$ cat config.mk
export PLATFORM = sky130hd
export DESIGN_NAME = rv32i_hazard_ctrl
export DESIGN_NICKNAME = d
export VERILOG_FILES = /design/src/rtl/rv32i_hazard_ctrl.sv
export SDC_FILE = /design/constraint.sdc
export NUM_CORES = 1
export LEC_CHECK = 0
export ABC_AREA = 0
export ABC_CLOCK_PERIOD_IN_PS = 2700
export BUFFER_PORTS_ARGS = -buffer_cell sky130_fd_sc_hd__buf_4
export CAP_MARGIN = 25
export CORE_UTILIZATION = 25
export CTS_BUF_LIST = sky130_fd_sc_hd__clkbuf_4 sky130_fd_sc_hd__clkbuf_8 sky130_fd_sc_hd__clkbuf_16
export CTS_CLUSTER_DIAMETER = 40
export DETAILED_ROUTE_END_ITERATION = 6
export GPL_ROUTABILITY_DRIVEN = 0
export GPL_TIMING_DRIVEN = 1
export HOLD_SLACK_MARGIN = 0.02
export PLACE_DENSITY = 0.54
export REMOVE_ABC_BUFFERS = 1
export SETUP_SLACK_MARGIN = 0.2
export SLEW_MARGIN = 30
export SYNTH_ARGS = -nofsm -noshare
export SYNTH_HDL_FRONTEND = slang
export SYNTH_SLANG_ARGS = --single-unit
export TNS_END_PERCENT = 50
$ cat constraint.sdc
create_clock -name clk -period 2.7 [get_ports clk]
set_clock_uncertainty 0.05 [all_clocks]
set_input_delay 0.405 -clock clk [delete_from_list [all_inputs] [get_ports clk]]
set_output_delay 0.405 -clock clk [all_outputs]
set_load 0.02 [all_outputs]
$ cat src/rtl/rv32i_hazard_ctrl.sv
// rv32i_hazard_ctrl: EX-stage forwarding selects, load-use bubble and
// branch-redirect flush sequencing, with saturating stall/flush counters.
// Ports:
//   clk, rst                  clock, synchronous active-high reset
//   hz_id_src{1,2}_inx_i      rs1/rs2 of the instruction in ID
//   hz_ex_src{1,2}_inx_i      rs1/rs2 of the instruction in EX
//   hz_ex_rd_inx_i            rd of the instruction in EX
//   hz_ex_RegW_EN_i           EX instruction writes rd
//   hz_ex_is_lw_i             EX instruction is a load
//   hz_mem_br_taken_i         taken branch/jump now in MEM
//   hz_src{1,2}_sel_o         EX operand select: 00 RF, 11 MEM, 10 WB
//   hz_stall_{if,id}_o        hold PC / IF-ID
//   hz_flush_{id,ex,mem}_o    clear IF-ID / ID-EX / EX-MEM
//   hz_{stall,flush}_cnt_o    saturating event counters
module rv32i_hazard_ctrl #(
   parameter int REG_INX_WTH  = 5,
   parameter int FORW_MUX_WTH = 2,
   parameter int CNT_WTH      = 16
) (
   input  logic                    clk,
   input  logic                    rst,
   input  logic [REG_INX_WTH-1:0]  hz_id_src1_inx_i,
   input  logic [REG_INX_WTH-1:0]  hz_id_src2_inx_i,
   input  logic [REG_INX_WTH-1:0]  hz_ex_src1_inx_i,
   input  logic [REG_INX_WTH-1:0]  hz_ex_src2_inx_i,
   input  logic [REG_INX_WTH-1:0]  hz_ex_rd_inx_i,
   input  logic                    hz_ex_RegW_EN_i,
   input  logic                    hz_ex_is_lw_i,
   input  logic                    hz_mem_br_taken_i,
   output logic [FORW_MUX_WTH-1:0] hz_src1_sel_o,
   output logic [FORW_MUX_WTH-1:0] hz_src2_sel_o,
   output logic                    hz_stall_if_o,
   output logic                    hz_stall_id_o,
   output logic                    hz_flush_id_o,
   output logic                    hz_flush_ex_o,
   output logic                    hz_flush_mem_o,
   output logic [CNT_WTH-1:0]      hz_stall_cnt_o,
   output logic [CNT_WTH-1:0]      hz_flush_cnt_o
);

   typedef enum logic [1:0] {S_RUN, S_LU, S_REDIR} state_e;

   localparam logic [FORW_MUX_WTH-1:0] SEL_RF  = '0;
   localparam logic [FORW_MUX_WTH-1:0] SEL_MEM = FORW_MUX_WTH'(3);
   localparam logic [FORW_MUX_WTH-1:0] SEL_WB  = FORW_MUX_WTH'(2);

   state_e                 state_q, state_d;
   logic [REG_INX_WTH-1:0] mem_rd_q, wb_rd_q;
   logic                   mem_we_q, mem_lw_q, wb_we_q;
   logic [CNT_WTH-1:0]     stall_cnt_q, stall_cnt_d;
   logic [CNT_WTH-1:0]     flush_cnt_q, flush_cnt_d;
   logic                   lu_hit, br_fire, lu_fire;

   // A load sitting in MEM only holds its address, so it never forwards.
   function automatic logic [FORW_MUX_WTH-1:0] fwd_sel(
      input logic [REG_INX_WTH-1:0] src,
      input logic [REG_INX_WTH-1:0] m_rd,
      input logic                   m_we,
      input logic                   m_lw,
      input logic [REG_INX_WTH-1:0] w_rd,
      input logic                   w_we
   );
      logic [FORW_MUX_WTH-1:0] s;
      s = SEL_RF;
      if (src == '0)                           s = SEL_RF;
      else if (m_we && m_rd == src && !m_lw)   s = SEL_MEM;
      else if (w_we && w_rd == src)            s = SEL_WB;
      return s;
   endfunction

   always_comb begin
      lu_hit = hz_ex_is_lw_i && hz_ex_RegW_EN_i
               && (hz_ex_rd_inx_i != '0)
               && ((hz_ex_rd_inx_i == hz_id_src1_inx_i)
                   || (hz_ex_rd_inx_i == hz_id_src2_inx_i));
      br_fire = !rst && (state_q == S_RUN) && hz_mem_br_taken_i;
      lu_fire = !rst && (state_q == S_RUN) && !hz_mem_br_taken_i && lu_hit;

      state_d = state_q;
      unique case (state_q)
         S_RUN: begin
            if (hz_mem_br_taken_i) state_d = S_REDIR;
            else if (lu_hit)       state_d = S_LU;
         end
         S_LU:    state_d = S_RUN;
         S_REDIR: state_d = S_RUN;
         default: state_d = S_RUN;
      endcase

      hz_stall_if_o  = lu_fire;
      hz_stall_id_o  = lu_fire;
      hz_flush_id_o  = br_fire;
      hz_flush_ex_o  = br_fire || lu_fire;
      hz_flush_mem_o = br_fire;

      hz_src1_sel_o = SEL_RF;
      hz_src2_sel_o = SEL_RF;
      if (!rst) begin
         hz_src1_sel_o = fwd_sel(hz_ex_src1_inx_i, mem_rd_q, mem_we_q,
                                 mem_lw_q, wb_rd_q, wb_we_q);
         hz_src2_sel_o = fwd_sel(hz_ex_src2_inx_i, mem_rd_q, mem_we_q,
                                 mem_lw_q, wb_rd_q, wb_we_q);
      end

      stall_cnt_d = stall_cnt_q;
      if (lu_fire && stall_cnt_q != '1)
         stall_cnt_d = stall_cnt_q + CNT_WTH'(1);
      flush_cnt_d = flush_cnt_q;
      if (br_fire && flush_cnt_q != '1)
         flush_cnt_d = flush_cnt_q + CNT_WTH'(1);
   end

   always_ff @(posedge clk) begin
      if (rst) begin
         state_q     <= S_RUN;
         mem_rd_q    <= '0;
         mem_we_q    <= 1'b0;
         mem_lw_q    <= 1'b0;
         wb_rd_q     <= '0;
         wb_we_q     <= 1'b0;
         stall_cnt_q <= '0;
         flush_cnt_q <= '0;
      end else begin
         state_q     <= state_d;
         mem_rd_q    <= hz_ex_rd_inx_i;
         // The flushed EX instruction must not appear as a writer.
         mem_we_q    <= hz_flush_mem_o ? 1'b0 : hz_ex_RegW_EN_i;
         mem_lw_q    <= hz_flush_mem_o ? 1'b0 : hz_ex_is_lw_i;
         wb_rd_q     <= mem_rd_q;
         wb_we_q     <= mem_we_q;
         stall_cnt_q <= stall_cnt_d;
         flush_cnt_q <= flush_cnt_d;
      end
   end

   assign hz_stall_cnt_o = stall_cnt_q;
   assign hz_flush_cnt_o = flush_cnt_q;

endmodule
# [Word-level counts from Yosys, hierarchy flattened]
# Cells that the tools add are included.
[word_totals] register_bits=47 latch_bits=0 mem_bits_rw=0 rom_bits=0 inputBits=30 out_inout_bits=41 wordCells=58 n_memories=0
[op_classes] add_sub_neg=2 multipliers=0 div_mod_pow=0 n_lt_le_gt_ge=0 n_eq_ne=8 shifts=0 n_mux=10 n_bitwise=1 reduce_logical=28
[ops] operator="adder 16 x 1 -> 16 bit (second input constant)" count=2
[ops] operator="!= test 16 bit (second input constant)" count=2
[ops] operator="equality test 5 bit" count=6
[ops] operator="two-way mux 2 bit" count=10
[ops] operator="logical AND 1 bit" count=15
[ops] operator="zero test 5 bit" count=2
[ops] operator="nonzero test 5 bit" count=1
[ops] operator="OR reduction 2 bit" count=2
[ops] operator="zero test 1 bit" count=3
[ops] operator="OR reduction 3 bit" count=1
[ops] operator="zero test 2 bit" count=1
[ops] operator="logical OR 1 bit" count=2
[ops] operator="nonzero test 2 bit" count=1
[ops] operator="inverter 1 bit" count=1

# [Logic depth before layout (Yosys ltp)]
[depth] ltp_word=6 ltp_mapped=10 depth_no_buf=8

# [Worst setup path after synthesis]
# Ideal clock, no wire load.
[synth_timing] path_type="input port to output port" startpoint="in rst" endpoint="out hz_src2_sel_o[1]" t_arrival_ps=1841 required_time_ps=2245 setup_slack_ps=404 path_stages=5 n_path_buf=1 path_cell_list="buf_6 inv_1 o21ai_0 nor4_1 o21bai_1"
[synth_via] elab_chain_len=1
[synth_lines] element="start, declared" line="21" rtl="input logic rst,"
[synth_lines] element="two-way mux 2 bit" line="98" rtl="if (!rst) begin"
[synth_lines] element="end, declared" line="31" rtl="output logic [FORW_MUX_WTH-1:0] hz_src2_sel_o,"
# No other way between the ends.

# [Worst setup path after layout]
[layout_timing] startpoint="reg state_q[0]" endpoint="out hz_flush_ex_o"
[layout_via] elab_chain_len=5 word_cells_on_any_way=6 cone_classes="reduce/logical: 6"
[layout_lines] element="start, declared" line="47" rtl="state_e state_q, state_d;"
[layout_lines] element="start signal, assigned" line="124" rtl="state_q <= state_d;"
[layout_lines] element="zero test 2 bit (*)" line="76, 77"
[layout_lines] element="logical AND 1 bit (*)" line="76, 77"
[layout_lines] element="logical AND 1 bit (2 in a row)" line="77" rtl="lu_fire = !rst && (state_q == S_RUN) && !hz_mem_br_taken_i && lu_hit;"
[layout_lines] element="logical OR 1 bit (*)" line="93" rtl="hz_flush_ex_o = br_fire || lu_fire;"
[layout_lines] element="end, declared" line="35" rtl="output logic hz_flush_ex_o,"
# Every way passes the cells marked *; elsewhere a longest branch is shown, timed or not.

==> impl_results.md <==
* Mapped Cells at 269
* Worst-path clk slew at 0.08 ns
* Cts-stage hold buffer count at 0
* DR pass1 iterations at 4
* FP Rows at 35
* R2R Path End: hz_stall_cnt_o[7]
* Final setup fails at 0
* Met2 Use GR at 0.1834
* Global route hottest layer: met2
* Met1 usage at 0.1595
* Largest net degree at the start of global routing at 45
* Post-synthesis sequential area ratio at 0.4006
* Crit start category: flip-flop
* Final instance area at 3065 um^2
* Max H-tree Level at 2
* Combinational share of power at 0.112
* Total GRT Usage at 0.1181
* Yosys reg bits at 47
* Yosys top cell by area: dfxtp_1
* Drt initial violations at 42
* Max cap viols at 0
* Worst Tran Pin Value at 0.4828 ns
* Peak supply drop at 0.1298 mV
* CP max FO at 6
* Final min period at 2.300 ns
* Vias in the first global route at 2008
* Top-area cell type share of the netlist area at 0.4006
* R2R cell count at 6
* Status: complete, no violations
* Worst min path class: primary input to flip-flop
* Initial antenna violation count at 0
* Mean Syn Cell Area at 8.730 um^2
* Placement Cell Area at 2977 um^2
* Total negative setup slack at 0 ns
* Critical R2R Launch: hz_stall_cnt_o[0]
* Diode count at 0
* I/O Buffers at 70
* Fraction of registers with async set/reset at 0
* Fin nets at 371
* Initial Utilization at 0.2566
* Wirelength per Cell at 12.60 um
* Leakage at 1.227 nW
* Via count at 2145
* Net switching power figure at 0.0003010 W
* Setup CP Type: flip-flop to output pin
* RSZ-0062 raised after global routing: yes
* Area growth from synthesis to layout at 30.53%
* Final Hold Viols at 0
* Die area at 9785 um^2
* Layout Cells excl Fill at 451
* YS warnings at 0
* Global-route wire length before repair at 9.349 mm
* Clock Latency Late Sink at 0.29 ns
* Hold Startpoint: hz_ex_RegW_EN_i
* Drt drc at 0
* Seq pwr share at 0.558
* Clock Path Buffers at 2
* Crit. End Element: output pin
* Post-route ant nets at 0
* Hold path cells at 2
* Post-synth cell types at 41
* Clock Tree Root: clkbuf_8
* PwrDens at 418.5 nW/um^2
* Fin. max-slew vios at 0
* Dpl hpwl at 4.268 mm
* Sw Share at 0.2346
* DIE WIDTH at 98.92 um
* Number of placed I/O pins at 71
* Share of cells above drive strength 1 at 0.2500
* Internal at 0.0009818 W
* Met3 Use GR at 0.02979
* Slew HR at 0.6781
* Period utilization at 0.8519
* FMAX at 434.8 MHz
* Routed WL at 5.683 mm
* Grt total ovfl at 0
* CTS Buf Count at 5
* Clk pwr share at 0.331
* Main area contributors after synthesis: dfxtp_1 40%, xnor2_1 9.0%, xor2_1 6.7%
* EDFF count, synth at 0
* WP data required at 2.25 ns
* Post-Syn Area at 2349 um^2
* Hold Path Sink: mem_we_q
* Arrival time worst endpoint at 1.85 ns
* Die Height at 98.92 um
* Main synth FF type: dfxtp_1
* Core Util, Final at 0.3349
* Worst R2R Setup Slack at 0.41 ns
* CTS sink cnt at 47
* Core area at 9153 um^2
* CTS tree: done
* Via density at 4.756
* Placed Cells at 443
[per-layer routing]
| layer | vias up | share of wire |
|---|---|---|
| li1 | 1086 | - |
| met1 | 984 | 0.48 |
| met2 | 69 | 0.44 |
| met3 | 6 | 0.067 |
| met4 | 0 | 0.0095 |
| met5 | - | 0 |
[synth_stat cells (3+ instances only)]
cell type / instances
mux2i_1: 3
dfxtp_1: 47
or4_1: 7
nor2_1: 20
nand3_1: 17
nand2_1: 15
a21oi_1: 15
inv_1: 6
o21ai_1: 4
clkbuf_1: 5
o31ai_1: 4
nand4_1: 10
nor2b_1: 13
nor4_1: 3
nand2b_1: 3
and3_1: 9
xor2_1: 18
xnor2_1: 24
or3_1: 8
o21ai_0: 6
nor3_1: 5
[layout make-up]
class                   count  area [um^2]
well taps                 111        138.9
clock inverters             1        5.005
multi-input cells         205         1319
flip-flops and latches     47        940.9
repair buffers             74        555.5
inverters                   6        22.52
clock buffers               7        83.83
fillers                   956         6087
[power by group through the flow]
stage	Sequential (W)	Combinational, W	Clock [W]
2_1_floorplan	0.000732	0.0000650	0
3_3_place_gp	0.000732	0.000142	0
3_5_place_dp	0.000732	0.000145	0
4_1_cts	0.000716	0.000146	0.000450
5_1_grt	0.000718	0.000158	0.000478
6_report	0.000716	0.000143	0.000424
[layout by cell type (no fill, tap or decap), drive strengths merged, types with 2 or more instances in the layout]
cell,Yosys,routed
a21oi,15,15
a31oi,2,2
and2,2,2
and3,9,9
and4,2,2
buf,6,74
clkbuf,5,7
dfxtp,47,47
ha,2,2
inv,6,6
mux2i,3,3
nand2,15,15
nand2b,3,3
nand3,17,17
nand4,10,10
nor2,20,20
nor2b,13,13
nor3,6,6
nor4,3,3
o21ai,10,10
o31ai,4,4
or3,8,8
or4,7,7
xnor2,24,24
xor2,18,18
[registers in the layout (all words and copies together) (netlist names)]
| name | cells |
|---|---|
| mem_rd_q | 5 |
| hz_flush_cnt_o | 16 |
| mem_we_q | 1 |
| wb_we_q | 1 |
| hz_stall_cnt_o | 16 |
| state_q | 2 |
| mem_lw_q | 1 |
| wb_rd_q | 5 |
[metrics by stage]
step,worst slack (ns),power [W],hold slack (ns)
2_1_floorplan,0.3962,0.0007968,0.3892
3_3_place_gp,0.2152,0.0008747,0.4021
3_5_place_dp,0.1991,0.0008773,0.4019
4_1_cts,0.3453,0.001311,0.2922
5_1_grt,0.1965,0.001353,0.2935
6_report,0.3999,0.001283,0.3045
[how the worst max path moves through the flow]
stage,start,end,slack [ns],cells after the start
after floorplan,hz_ex_rd_inx_i[4],hz_flush_ex_o,0.40,5
after global placement,hz_ex_rd_inx_i[1],hz_stall_cnt_o[11],0.22,7
after detailed placement,hz_ex_rd_inx_i[4],hz_stall_cnt_o[9],0.20,7
after CTS,state_q[0],hz_flush_ex_o,0.35,6
after global routing,state_q[0],hz_flush_ex_o,0.20,6
final,state_q[0],hz_flush_ex_o,0.40,6
[cells by family after synthesis]
group / share of synthesized area
flip-flops: 0.4006
AND/OR/NAND/NOR: 0.2856
multiplexers: 0.01758
buffers and inverters: 0.03782
adder cells (fa/ha/maj): 0.01065
XOR/XNOR: 0.1566
AO/OA/AOI/OAI: 0.09111
[critical path: stages, from the launching register on]
cell      delay (ns)
dfxtp_1         0.33
nor3_4          0.18
and4b_1         0.20
o21ai_1         0.09
nor2b_1         0.41
nand2b_1        0.19
buf_4           0.15
[timing repair]
action                     4_1_cts  5_1_grt
setup endpoints to repair        0        6
hold endpoints to repair         0        0
resized for setup                0        1
buffers inserted                 0        0
(Power assumes the default switching activity.)
